File: src/rtl/vec_fifo_pkg.sv
// rtl/vec_fifo_pkg.sv - shared address helpers and configuration checks for vec_fifo_hs
package vec_fifo_pkg;

  function automatic int ptr_w(input int cap);
    return (cap <= 2) ? 1 : $clog2(cap);
  endfunction

  // Single conditional subtract: callers keep ptr < cap and inc <= cap.
  function automatic int wrap_add(input int ptr, input int inc, input int cap);
    int s;
    s = ptr + inc;
    return (s >= cap) ? s - cap : s;
  endfunction

  function automatic bit divisible(input int a, input int b);
    return (b > 0) && (a > 0) && ((a % b) == 0);
  endfunction

endpackage

File: src/rtl/vec_fifo_ptr.sv
// rtl/vec_fifo_ptr.sv - modulo-Cap pointer register advancing by a per-cycle increment
module vec_fifo_ptr
  import vec_fifo_pkg::*;
#(
  parameter int Cap = 16,
  parameter int W   = ptr_w(Cap)
) (
  input  logic         clk,
  input  logic         rst,
  input  logic [W:0]   inc,
  output logic [W-1:0] ptr
);

  always_ff @(posedge clk or posedge rst) begin
    if (rst) begin
      ptr <= '0;
    end else if (inc != '0) begin
      ptr <= W'(wrap_add(int'(ptr), int'(inc), Cap));
    end
  end

endmodule

File: src/rtl/vec_fifo_hs.sv
// rtl/vec_fifo_hs.sv - vector FIFO with chunked write/read, replay and release
// Optional sticky protocol error flag: VEC_FIFO_ERR_EN.
module vec_fifo_hs
  import vec_fifo_pkg::*;
#(
  parameter int VecElements      = 8,
  parameter int ElementsPerWrite = 2,
  parameter int ElementsPerRead  = 4,
  parameter int NBits            = 8,
  parameter int Depth            = 2
) (
  input  logic                                         clk_in,
  input  logic                                         rst_in,
  input  logic                                         wr_valid,
  output logic                                         wr_ready,
  input  logic [ElementsPerWrite-1:0][NBits-1:0]       wr_data,
  output logic                                         rd_valid,
  input  logic                                         rd_ready,
  output logic [ElementsPerRead-1:0][NBits-1:0]        rd_data,
  output logic                                         rd_last,
  input  logic                                         rd_rewind,
  output logic [$clog2(Depth+1)-1:0]                   vec_count,
  output logic                                         empty,
  output logic                                         err
);

  localparam int Cap = Depth * VecElements;
  localparam int AW  = ptr_w(Cap);
  localparam int OW  = ptr_w(VecElements);
  localparam int UW  = $clog2(Cap + 1);
  localparam int VW  = $clog2(Depth + 1);
  localparam bit CfgOk = divisible(VecElements, ElementsPerWrite) &&
                         divisible(VecElements, ElementsPerRead) && (Depth > 0);

  if (!CfgOk) begin : g_bad_cfg
    $error("vec_fifo_hs: VecElements must be a multiple of both chunk widths");
  end

  logic [NBits-1:0] mem [Cap];
  logic [AW-1:0]    wr_ptr;
  logic [AW-1:0]    rd_base;
  logic [OW-1:0]    rd_off;
  logic [UW-1:0]    used;
  logic             wr_fire;
  logic             rd_fire;
  logic             release_vec;

  // used counts from rd_base, so the unread tail beyond rd_off is used - rd_off.
  assign wr_ready    = (UW'(Cap) - used) >= UW'(ElementsPerWrite);
  assign rd_valid    = (used - UW'(rd_off)) >= UW'(ElementsPerRead);
  assign rd_last     = (rd_off == OW'(VecElements - ElementsPerRead));
  assign empty       = (used == '0);
  assign vec_count   = VW'(used / UW'(VecElements));
  assign wr_fire     = wr_valid && wr_ready;
  assign rd_fire     = rd_valid && rd_ready && !rd_rewind;
  assign release_vec = rd_fire && rd_last;

  vec_fifo_ptr #(.Cap(Cap), .W(AW)) u_wr_ptr (
    .clk (clk_in),
    .rst (rst_in),
    .inc (wr_fire ? (AW+1)'(ElementsPerWrite) : '0),
    .ptr (wr_ptr)
  );

  vec_fifo_ptr #(.Cap(Cap), .W(AW)) u_rd_base (
    .clk (clk_in),
    .rst (rst_in),
    .inc (release_vec ? (AW+1)'(VecElements) : '0),
    .ptr (rd_base)
  );

  always_ff @(posedge clk_in or posedge rst_in) begin
    if (rst_in) begin
      used   <= '0;
      rd_off <= '0;
    end else begin
      used <= used + (wr_fire ? UW'(ElementsPerWrite) : '0)
                   - (release_vec ? UW'(VecElements) : '0);
      if (rd_rewind) begin
        rd_off <= '0;
      end else if (rd_fire) begin
        rd_off <= rd_last ? '0 : rd_off + OW'(ElementsPerRead);
      end
    end
  end

  always_ff @(posedge clk_in) begin
    if (wr_fire) begin
      for (int i = 0; i < ElementsPerWrite; i++) begin
        mem[AW'(wrap_add(int'(wr_ptr), i, Cap))] <= wr_data[i];
      end
    end
  end

  always_comb begin
    rd_data = '0;
    for (int i = 0; i < ElementsPerRead; i++) begin
      rd_data[i] = mem[AW'(wrap_add(int'(rd_base), int'(rd_off) + i, Cap))];
    end
  end

`ifdef VEC_FIFO_ERR_EN
  logic err_q;

  always_ff @(posedge clk_in or posedge rst_in) begin
    if (rst_in) begin
      err_q <= 1'b0;
    end else if ((wr_valid && !wr_ready) || (rd_ready && !rd_valid && !rd_rewind)) begin
      err_q <= 1'b1;
    end
  end

  assign err = err_q;
`else
  assign err = 1'b0;
`endif

endmodule

File: config.mk
export PLATFORM = sky130hd
export DESIGN_NAME = vec_fifo_hs
export DESIGN_NICKNAME = d
export VERILOG_FILES = /design/src/rtl/vec_fifo_pkg.sv /design/src/rtl/vec_fifo_ptr.sv /design/src/rtl/vec_fifo_hs.sv
export SDC_FILE = /design/constraint.sdc
export NUM_CORES = 1
export LEC_CHECK = 0
export CORE_ASPECT_RATIO = 1.25
export CORE_MARGIN = 1.5
export CORE_UTILIZATION = 45
export CTS_CLUSTER_DIAMETER = 200
export CTS_CLUSTER_SIZE = 14
export DETAILED_ROUTE_END_ITERATION = 7
export PLACE_DENSITY = 0.67
export SYNTH_ARGS = -nofsm -noshare
export SYNTH_HDL_FRONTEND = slang
export SYNTH_HIERARCHICAL = 1
export SYNTH_SLANG_ARGS = --single-unit
File: constraint.sdc
create_clock -name clk_in -period 3.9 [get_ports clk_in]
set_input_delay 0.78 -clock clk_in [delete_from_list [all_inputs] [get_ports clk_in]]
set_output_delay 0.78 -clock clk_in [all_outputs]
set_load 0.05 [all_outputs]
==> out/results.ini <==
[detailed_routing]
vias = 7684
wl_per_cell_um = 26.4
ant_nets = 0
first_pass_iters = 5
dr.first_iter.drc_count = 475
vias_per_cell = 6.41
wl_mm = 31.6
drcViolationCount = 0

[final_layout]
fin_area_um2 = 12800
regArea_um2 = 4180
multiInputGateArea_um2 = 6680
num_antenna_cells = 0
nets = 905
area_delta_synth_final_pct = 15.9
drive_gt1_frac = 0.338
fillCellCount = 2040
final_core_util = 0.535

[synthesis]
syn_avg_cell_area_um2 = 13.7
synth_edf_count = 128
synth-async-reset-ratio = 0.0922
synth_top_family_by_area = multiplexers
netlist_instances = 805
ys_seq_area_frac = 0.377
synth_xor_area_frac = 0.0118
synth-simple-area-share = 0.0965
synthFlopType = edfxtp_1
ys_types = 52
syn-cell-area_um2 = 11100
synthMuxAreaShare = 0.391
synth_seq_cells = 141
synth_compound_area_frac = 0.0502
synth-warning-count = 6
yosys.area_share.adder = 0.0305

[sta]
finalSetupViolations = 0
drv_slew = 0
period_needed_ps = 3840
max_slew_margin = 0.442
skew_ps = 6.11
min_period_over_period = 0.985
fin_tns_setup_ps = 0
whs_ps = 571
hold_violations = 0
worst_slew_pin_slew_ps = 832
max_freq_ghz = 0.260

[place]
place_area_um2 = 12100
gp_congestion = 0.888
io_buffers = 58
dp_hpwl_mm = 22.8

[floorplanning]
fp-row-count = 63
start_util = 0.462
io_pins = 60
core_region_area_um2 = 24000
dieHeight_um = 178
die_w_um = 143
fp.dieArea_um2 = 25500

[critical_path]
startpoint_type = register
path_class = register to primary output
worstPathRequired_ps = 3120
cp_max_fo = 12
critical_path_arrival_ps = 3060
crit_path_end_kind = primary output

[clock_tree]
clk_latency_ps = 430
path_clk_slew_ps = 60
cts_hold_buf = 0
cts_tree = built
postCtsSetupRepairBufs = 0
cts_made_buffers = 17
clockBufferDepth = 2
htree_levels = 4
cts_sinks = 141
root_buffer = clkbuf_16

[job]
max-cap-violations = 0

[run_status]
status = complete, no violations

[global_routing]
grt_usage = 0.259
grt_pass1_vias = 7839
grt_max_degree = 54
grt_pass1_wl_mm = 47.5
grt_antenna_before_repair = 0
gr-total-overflow = 0

[hold_path]
min_path_type = register to register

-- flip-flops by register name, indices dropped and copies added, names as in the netlist --
signal and count:
mem 128, rd_off 1, u_rd_base/ptr 4, u_wr_ptr/ptr 4, used 4
-- worst max-delay path, cell delays in order, from the launching register on --
cell,delay (ps)
dfrtp_2,410
clkinvlp_4,160
buf_6,190
fa_2,650
buf_12,170
mux4_2,290
and2_1,180
a211oi_2,250
a21oi_2,90
buf_4,240
-- stage by stage --
stage / cells / worst slack [ps]
after floorplan: 822 / 81.1
after global placement: 1165 / 347
after detailed placement: 1165 / 336
after CTS: 1198 / -4.07
after global routing: 1198 / -20.9
final: 1198 / 58.2
-- layer usage --
| layer | vias to the layer above | GRT usage | wire length, um |
|---|---|---|---|
| met5 | - | 0 | 0 |
| met3 | 102 | 0.0376 | 1480 |
| li1 | 3304 | - | - |
| met1 | 3968 | 0.299 | 11800 |
| met2 | 310 | 0.459 | 16700 |
| met4 | 0 | 0.144 | 1690 |
-- cell families after synthesis --
logic type / after synthesis
buffers and inverters: 90
other: 2
DFF: 141
AOI/OAI and AO/OA: 76
muxes: 276
adders and majority gates: 24
xor gates and xnor gates: 14
and+or+nand+nor: 182
-- layout by cell type, fill, tap and decap left out, drive strengths merged --
cell type      count
nor4               1
nand2             86
or4                2
xnor2             10
a221oi             8
a211oi            26
nor2b             14
nand2b             3
buf               67
and2              18
mux2i             32
a21oi             19
nor3               8
clkinv             3
a21o               2
o31ai              1
clkdlybuf4s50     26
ha                19
nor4bb             2
fa                 5
mux2             132
nand3             29
conb              19
edfxtp           128
clkbuf            17
mux4             112
clkinvlp           4
or3                1
a32o               8
xor2               4
inv               23
nand4              5
nor3b              3
a31oi              8
bufbuf             1
dfrtp             13
o21ba              2
o21ai              2
nor2              10
-- synthesized netlist by cell type (3+ instances only) --
cell type,instances,area share
a21oi_1,19,0.0086
mux2_2,16,0.016
buf_2,18,0.0081
clkbuf_1,34,0.012
nor3_1,8,0.0036
a31oi_1,8,0.0045
dfrtp_1,13,0.029
buf_6,5,0.0051
mux4_2,112,0.23
fa_1,5,0.0091
nand3_1,17,0.0077
buf_4,13,0.0088
nand4_4,3,0.0058
xnor2_1,10,0.0079
nand3_2,4,0.0036
buf_1,4,0.0014
nor2b_1,14,0.0079
nand3_4,8,0.013
a211oi_1,26,0.018
nor2_1,6,0.0020
mux2i_1,32,0.029
inv_1,13,0.0044
nand2_1,85,0.029
mux2_1,116,0.12
and2_1,17,0.0096
nor3b_1,3,0.0020
a32o_1,8,0.0072
edfxtp_1,128,0.35
xor2_1,3,0.0024
a221oi_1,6,0.0048
ha_1,19,0.021
nand2b_1,3,0.0017
-- timing repair --
item / in CTS / in global routing
cloned: 1 / 0
gates resized for setup: 9 / 17
pin swaps: 1 / 2
setup endpoints to repair: 13 / 18
-- worst paths after layout --
path                                  startpoint               end  slack [ps]  cells past startpoint
worst max-delay path            u_rd_base/ptr[1]       rd_data[17]          60                      9
worst min-delay path            u_rd_base/ptr[2]  u_rd_base/ptr[2]         570                      2
worst max register to register         rd_off[2]           used[4]        1010                     10
worst min register to register  u_rd_base/ptr[2]  u_rd_base/ptr[2]         570                      2
max in group asynchronous                 rst_in  u_rd_base/ptr[0]        3090                      2
min in group asynchronous                 rst_in   u_wr_ptr/ptr[3]         640                      2
-- area by class of cell --
class / instances / share of cell area
Sequential cell: 141 / 0.326
Inverter: 15 / 0.00508
Tap cell: 325 / 0.0317
Clock buffer: 17 / 0.0332
Timing Repair Buffer: 94 / 0.0733
Clock inverter: 15 / 0.00996
Multi-Input combinational cell: 591 / 0.521
Power is left out: the tool's default activity adds up to more than one toggle a clock period on the data nets, which glitch-free logic cannot reach.
